[src/rtl/obi_xbar_n_to_one_outstanding.sv]
// N-to-1 OBI crossbar with round-robin arbitration and an in-order ID FIFO.
// Multiple transactions can be in flight at once. Each response is routed to the
// master recorded at the FIFO head.
module obi_xbar_n_to_one_outstanding #(
   parameter int unsigned NumMasters     = 2,
   parameter int unsigned AddrWidth      = 32,
   parameter int unsigned DataWidth      = 32,
   parameter int unsigned MaxOutstanding = 2,
   parameter int unsigned IdxWidth       = $clog2(NumMasters)
) (
   input  logic                                         clk_i,
   input  logic                                         rst_ni,
   input  logic [NumMasters-1:0]                        master_req_i,
   input  logic [NumMasters-1:0]                        master_we_i,
   input  logic [NumMasters-1:0][DataWidth/8-1:0]       master_be_i,
   input  logic [NumMasters-1:0][AddrWidth-1:0]         master_addr_i,
   input  logic [NumMasters-1:0][DataWidth-1:0]         master_wdata_i,
   output logic [NumMasters-1:0]                        master_gnt_o,
   output logic [NumMasters-1:0]                        master_rvalid_o,
   output logic [NumMasters-1:0][DataWidth-1:0]         master_rdata_o,
   output logic                                         slave_req_o,
   output logic                                         slave_we_o,
   output logic [DataWidth/8-1:0]                       slave_be_o,
   output logic [AddrWidth-1:0]                         slave_addr_o,
   output logic [DataWidth-1:0]                         slave_wdata_o,
   input  logic                                         slave_gnt_i,
   input  logic                                         slave_rvalid_i,
   input  logic [DataWidth-1:0]                         slave_rdata_i,
   output logic [$clog2(MaxOutstanding+1)-1:0]          outstanding_o,
   output logic                                         err_o
);

   localparam int unsigned CntWidth = $clog2(MaxOutstanding+1);
   localparam int unsigned PtrWidth = (MaxOutstanding > 1) ? $clog2(MaxOutstanding) : 1;

   logic [IdxWidth-1:0]                      rr_q;
   logic                                     lock_q;
   logic [IdxWidth-1:0]                      lock_idx_q;
   logic [MaxOutstanding-1:0][IdxWidth-1:0]  fifo_q;
   logic [PtrWidth-1:0]                      wr_ptr_q, rd_ptr_q;
   logic [CntWidth-1:0]                      count_q;

   logic                arb_found;
   logic [IdxWidth-1:0] arb_idx;
   logic [IdxWidth:0]   cand;
   logic [IdxWidth-1:0] sel;
   logic                sel_req, active;
   logic                full, empty;
   logic                push, pop;
   logic [IdxWidth-1:0] head;

   // Round-robin search: first requester at or after rr_q wins
   always_comb begin
      arb_found = 1'b0;
      arb_idx   = '0;
      cand      = '0;
      for (int i = 0; i < NumMasters; i++) begin
         cand = {1'b0, rr_q} + (IdxWidth+1)'(i);
         if (cand >= (IdxWidth+1)'(NumMasters)) cand = cand - (IdxWidth+1)'(NumMasters);
         if (!arb_found && master_req_i[cand[IdxWidth-1:0]]) begin
            arb_found = 1'b1;
            arb_idx   = cand[IdxWidth-1:0];
         end
      end
   end

   // A locked selection wins over fresh arbitration so OBI payload stays stable
   assign sel     = lock_q ? lock_idx_q : arb_idx;
   assign sel_req = lock_q ? master_req_i[lock_idx_q] : arb_found;
   assign active  = sel_req && rst_ni;

   assign full  = (count_q == CntWidth'(MaxOutstanding));
   assign empty = (count_q == '0);

   // Gate on full only (not on a same-cycle pop) to keep rvalid->req path out
   assign slave_req_o = active && !full;
   assign push        = slave_req_o && slave_gnt_i;
   assign pop         = slave_rvalid_i && !empty && rst_ni;
   assign err_o       = slave_rvalid_i && empty && rst_ni;
   assign head        = fifo_q[rd_ptr_q];

   assign outstanding_o = count_q;

   // Request payload from the selected master, zero when nothing is selected
   always_comb begin
      slave_we_o    = 1'b0;
      slave_be_o    = '0;
      slave_addr_o  = '0;
      slave_wdata_o = '0;
      if (active) begin
         slave_we_o    = master_we_i[sel];
         slave_be_o    = master_be_i[sel];
         slave_addr_o  = master_addr_i[sel];
         slave_wdata_o = master_wdata_i[sel];
      end
   end

   // Grant only the selected master, combinationally from slave_gnt_i
   always_comb begin
      master_gnt_o      = '0;
      master_gnt_o[sel] = push;
   end

   // Route the response to the master at the FIFO head
   always_comb begin
      master_rvalid_o = '0;
      master_rdata_o  = '0;
      if (pop) begin
         master_rvalid_o[head] = 1'b1;
         master_rdata_o[head]  = slave_rdata_i;
      end
   end

   // ID FIFO, in-flight count, round-robin pointer and selection lock
   always_ff @(posedge clk_i or negedge rst_ni) begin
      if (!rst_ni) begin
         rr_q       <= '0;
         lock_q     <= 1'b0;
         lock_idx_q <= '0;
         fifo_q     <= '0;
         wr_ptr_q   <= '0;
         rd_ptr_q   <= '0;
         count_q    <= '0;
      end else begin
         if (push) begin
            fifo_q[wr_ptr_q] <= sel;
            wr_ptr_q <= (wr_ptr_q == PtrWidth'(MaxOutstanding-1)) ? '0 : wr_ptr_q + 1'b1;
            rr_q     <= (sel == IdxWidth'(NumMasters-1)) ? '0 : sel + 1'b1;
            lock_q   <= 1'b0;
         end else if (sel_req) begin
            lock_q     <= 1'b1;
            lock_idx_q <= sel;
         end else begin
            lock_q <= 1'b0;
         end
         if (pop) begin
            rd_ptr_q <= (rd_ptr_q == PtrWidth'(MaxOutstanding-1)) ? '0 : rd_ptr_q + 1'b1;
         end
         if (push && !pop) begin
            count_q <= count_q + 1'b1;
         end else if (!push && pop) begin
            count_q <= count_q - 1'b1;
         end
      end
   end

endmodule

[config.mk]
export PLATFORM = sky130hd
export DESIGN_NAME = obi_xbar_n_to_one_outstanding
export DESIGN_NICKNAME = d
export VERILOG_FILES = /design/src/rtl/obi_xbar_n_to_one_outstanding.sv
export SDC_FILE = /design/constraint.sdc
export NUM_CORES = 1
export LEC_CHECK = 0
export ABC_AREA = 1
export BUFFER_PORTS_ARGS = -buffer_cell sky130_fd_sc_hd__buf_2
export CELL_PAD_IN_SITES_DETAIL_PLACEMENT = 0
export CELL_PAD_IN_SITES_GLOBAL_PLACEMENT = 1
export CORE_AREA = 2 2 122 124
export CTS_CLUSTER_DIAMETER = 200
export CTS_CLUSTER_SIZE = 12
export DETAILED_ROUTE_END_ITERATION = 10
export DIE_AREA = 0 0 124 126
export PLACE_DENSITY = 0.75
export SLEW_MARGIN = 20
export SYNTH_ARGS = -nofsm -noshare
export SYNTH_HDL_FRONTEND = slang
export SYNTH_SLANG_ARGS = --single-unit
[constraint.sdc]
create_clock -name clk_i -period 3.1 [get_ports clk_i]
set_input_delay 0.31 -clock clk_i [delete_from_list [all_inputs] [get_ports clk_i]]
set_output_delay 0.31 -clock clk_i [all_outputs]
set_load 0.01 [all_outputs]
==> results.md <==
- The run finished with clean final reports.
- The required time reported for the critical path endpoint is between 2 and 3 ns.
- The category of cells accounting for the largest share of critical-path delay is buffers and inverters.
- After detailed routing, the average wire length per cell comes to approximately 12 um.
- The register-to-register path setup slack is 1.30 ns.
- The detail route stage leaves a number of antenna-violating nets equal to 0.
- Setup repair after global routing left no endpoint under its margin.
- The initial utilization of the core area, before any placement, comes to around 14%.
- The number of global-route vias before repair is 2,987.
- By area the synthesized netlist is led by sky130_fd_sc_hd__nand2_1, sky130_fd_sc_hd__a21oi_1, sky130_fd_sc_hd__nor2_1.
- The final sum of negative setup slack is 0 ns.
- Entering global routing, the biggest net connects 74 pins.
- The relative slew slack is 65.8%.
- Summing the sequential cell areas from Yosys gives 11.3% of the chip area.
- In this run, synthesis produced a sequential element count of 9.
- The signal on the critical path passes through dlygate4sd3_1 -> buf_2 -> nand3_4 -> nor2_4 -> inv_2 -> nor2_1 -> buf_2.
- The critical path is of the input pin to primary output type.
- Dividing the final minimum period by the clock period gives 77.1%.
- Yosys printed 0 warnings.
- The per-cell via count in the routed design is 3.99.
- Clock tree synthesis inserted a total of 3 buffers.
- The final RePlAce weighted congestion is 0.755.
- STA puts the critical path data arrival time at 2.08 ns.
- The die height is roughly 130 um.
- Across the run, the number of max-cap violations was 0.
- The capture instance of the worst register-to-register path is outstanding_o[1]$_DFFE_PN0P_.
- The area growth from synthesis to layout is 87.9%.
- The TritonCTS clock tree is yes.
- The final-report hold violation count is 0.
- STA classifies the critical path endpoint as a primary output.
- The cell type with the highest aggregate area in the netlist is sky130_fd_sc_hd__nand2_1.
- IR analysis of the VDD net gives a maximum drop of 329 uV.
- The min-delay analysis places its worst path in the category input pin to flop.
- The final setup violation count is 0.
- The critical path startpoint category is an input pin.
- The clock tree skew after final layout is 0.00534 ns.
- The share of cells above drive strength 1 is roughly half.
- The count of placed standard cells including taps is slightly below 900.
- For this run, design rule violations remaining after detail routing come to 0.
- The die boundary width is 124 um.
- Averaged over all synthesized cells, the footprint is 5.03 sq um.
- Counting every sink on the clock net gives 9.
- The count of buffering cells on the critical path with inverters included is 4.
- The maximum level of the CTS H-tree is 1.
- The beginning of the worst hold path is slave_rvalid_i.
- The total power per unit cell area is 537 nW/um^2.
- The most critical setup path has its startpoint at rst_ni.
- The number of placed I/O pins is 317.
- The count of placed standard cells in the final layout, fillers left out is 877.
- Summed over all cells, the static leakage comes to ~0.0025 uW.
- After synthesis the cells add up to 2000 sq um.
- The antenna cell count is 0.
- The number of antenna violations at the first check in global routing is 0.
- The synthesized instance count is 397.
- Clock-pin slew was measured on the worst setup and hold paths at roughly 0.040 ns.
- On the final layout, the worst hold slack is around 0.45 ns.
- The number of design-rule violations left by the first detailed-router iteration is 142.
- The number of nets handed over by synthesis was 574.
- The largest single stage delay on the critical path is 0.52 ns.
- The root buffer cell chosen for the clock tree is sky130_fd_sc_hd__clkbuf_16.
- Detailed placement finished with a half-perimeter wire length of 8.43 mm.
- For the pin with the worst max-slew slack, the measured transition is 0.512 ns.
- Along the worst hold path, the cell count comes to 3.
- The maximum clock frequency is 418 MHz.
- Global routing used 11.4% of the available tracks across all layers.
- The worst register-to-register path has a depth of 9.
- The clock passes through at most 2 buffers.
- The number of vias after detailed routing is 3,502.
- The startpoint identified for the worst register-to-register timing path is lock_idx_q$_DFFE_PN0P_.
- The net total in the final layout is 871.
- After synthesis, the largest area contributor takes up 28.9% of total cell area.
- The number of placement rows is 44.
- The cell that appears most often on the critical path is sky130_fd_sc_hd__buf_2.
- The number of slew-limit violations in the final report came to 0.
- The critical path's slowest cell is sky130_fd_sc_hd__dlygate4sd3_1.
- The clock period minus final worst setup slack is 2.39 ns.
- The number of cells upsized or downsized after cts is 0.
- Before antenna repair, the detailed router went through 6 iterations.
- The total overflow reported by the global router is 0.
- The clock reaches the later pin of the worst-skew pair after 0.23 ns.
- The floorplan step defined a die boundary enclosing 15,600 sq um.
- The total routed wirelength is 10.3 mm.
- The number of different library cells used by synthesis comes to 22.
- The critical-path maximum fanout is 32.
- The core region is between 10,000 and 15,000 sq um.
- The first global-routing pass estimated between 10 and 15 mm of wire.
- The number of buffers added on ports is 316.
- The capture endpoint of the worst hold path is rd_ptr_q$_DFFE_PN0P_.
[logic make-up after synthesis]
logic type	after synthesis	synth area share, %
xor gates and xnor gates	4	1.75
and+or+nand+nor	234	46.6
AOI/OAI and AO/OA	74	20.5
DFF	9	11.3
buffers and inverters	75	19.3
adders and majority gates	1	0.626
[worst max path at each step]
stage,depth (start not counted),endpoint,slack (ns)
after global routing,7,master_rdata_o[45],0.54
after global placement,9,slave_be_o[2],1.13
after detailed placement,9,slave_be_o[2],1.09
after floorplan,9,outstanding_o[1]$_DFFE_PN0P_,1.54
after CTS,7,master_rdata_o[45],0.68
final,7,master_rdata_o[45],0.71
[cell type report]
class	instances	area, sq um
sequential	9	225
inverter	47	176
clock buffer	3	75.1
clock inverter	1	5.00
timing repair buffer	320	1650
fill	1690	10600
tap	184	230
multi-input combinational	313	1390
[what timing repair did]
| item | CTS | global route |
|---|---|---|
| setup buffers | 0 | 0 |
| endpoints found under the setup margin | 0 | 0 |
| endpoints found under the hold margin | 9 | 0 |
| hold buffers | 1 | 0 |
[power by group]
part	total (uW)	internal, uW	switching (uW)
Sequential	211	174	37.5
Clock	224	170	54.5
Combinational	1580	574	1010
Total	2010	918	1100
[worst reg2reg max path, stage by stage (launching register included)]
cell	delay [ns]
sky130_fd_sc_hd__dfrtp_1	0.39
sky130_fd_sc_hd__nand2_1	0.10
sky130_fd_sc_hd__nand2_1	0.07
sky130_fd_sc_hd__nand2_2	0.14
sky130_fd_sc_hd__nand3_1	0.12
sky130_fd_sc_hd__nor2_1	0.21
sky130_fd_sc_hd__ha_1	0.29
sky130_fd_sc_hd__a21oi_1	0.11
sky130_fd_sc_hd__o21ai_0	0.11
sky130_fd_sc_hd__xnor2_1	0.13
[per-layer routing]
layer	track usage [%]	up-vias	part of all wire, %
li1	-	1791	-
met1	12.5	1482	37
met2	22.8	219	52
met3	1.54	10	9.7
met4	2.31	0	0.86
met5	0	-	0
[state kept, by name (all words and copies together), names as in the netlist]
name           count
fifo_q             2
outstanding_o      2
lock_idx_q         1
lock_q             1
rd_ptr_q           1
rr_q               1
wr_ptr_q           1
[cells in the mapped netlist]
| library cell | instances |
|---|---|
| sky130_fd_sc_hd__ha_1 | 1 |
| sky130_fd_sc_hd__a21oi_1 | 62 |
| sky130_fd_sc_hd__buf_2 | 11 |
| sky130_fd_sc_hd__clkbuf_1 | 1 |
| sky130_fd_sc_hd__dfrtp_1 | 9 |
| sky130_fd_sc_hd__nand2_2 | 2 |
| sky130_fd_sc_hd__o21ai_0 | 1 |
| sky130_fd_sc_hd__o21bai_1 | 2 |
| sky130_fd_sc_hd__nand3_1 | 4 |
| sky130_fd_sc_hd__nand3b_1 | 1 |
| sky130_fd_sc_hd__buf_6 | 8 |
| sky130_fd_sc_hd__nor2_1 | 69 |
| sky130_fd_sc_hd__nand3_4 | 1 |
| sky130_fd_sc_hd__a21oi_2 | 9 |
| sky130_fd_sc_hd__nor2_4 | 2 |
| sky130_fd_sc_hd__xnor2_1 | 2 |
| sky130_fd_sc_hd__xor2_1 | 2 |
| sky130_fd_sc_hd__inv_1 | 44 |
| sky130_fd_sc_hd__nand2_1 | 154 |
| sky130_fd_sc_hd__nand4_2 | 1 |
| sky130_fd_sc_hd__buf_4 | 8 |
| sky130_fd_sc_hd__inv_2 | 3 |
[metrics by stage]
step                      area [sq um]  setup slack (ns)  utilization, %  total power (uW)
final                             3750             0.709            26.2              2010
after global routing              3750             0.544            26.2              2240
after CTS                         3750             0.677            26.2              2050
after detailed placement          3660              1.09            25.6              1810
after global placement            3660              1.13            25.6              1820
after floorplan                   2000              1.54               -              1280
[layout by cell type (no fill, tap or decap)]
cell                            count
sky130_fd_sc_hd__buf_2            316
sky130_fd_sc_hd__nand2_1          153
sky130_fd_sc_hd__nor2_1            69
sky130_fd_sc_hd__a21oi_1           62
sky130_fd_sc_hd__inv_1             44
sky130_fd_sc_hd__a21oi_2            9
sky130_fd_sc_hd__dfrtp_1            9
sky130_fd_sc_hd__nand3_1            4
sky130_fd_sc_hd__inv_2              3
sky130_fd_sc_hd__nand2_2            3
sky130_fd_sc_hd__clkbuf_16          3
sky130_fd_sc_hd__buf_12             3
sky130_fd_sc_hd__nor2_4             2
sky130_fd_sc_hd__o21bai_1           2
sky130_fd_sc_hd__xor2_1             2
sky130_fd_sc_hd__xnor2_1            2
sky130_fd_sc_hd__nand3_4            1
sky130_fd_sc_hd__nand3b_1           1
sky130_fd_sc_hd__nand4_2            1
sky130_fd_sc_hd__o21ai_0            1
sky130_fd_sc_hd__ha_1               1
sky130_fd_sc_hd__clkinv_2           1
sky130_fd_sc_hd__dlygate4sd3_1      1
No activity file was read; power rests on OpenSTA's default activity.
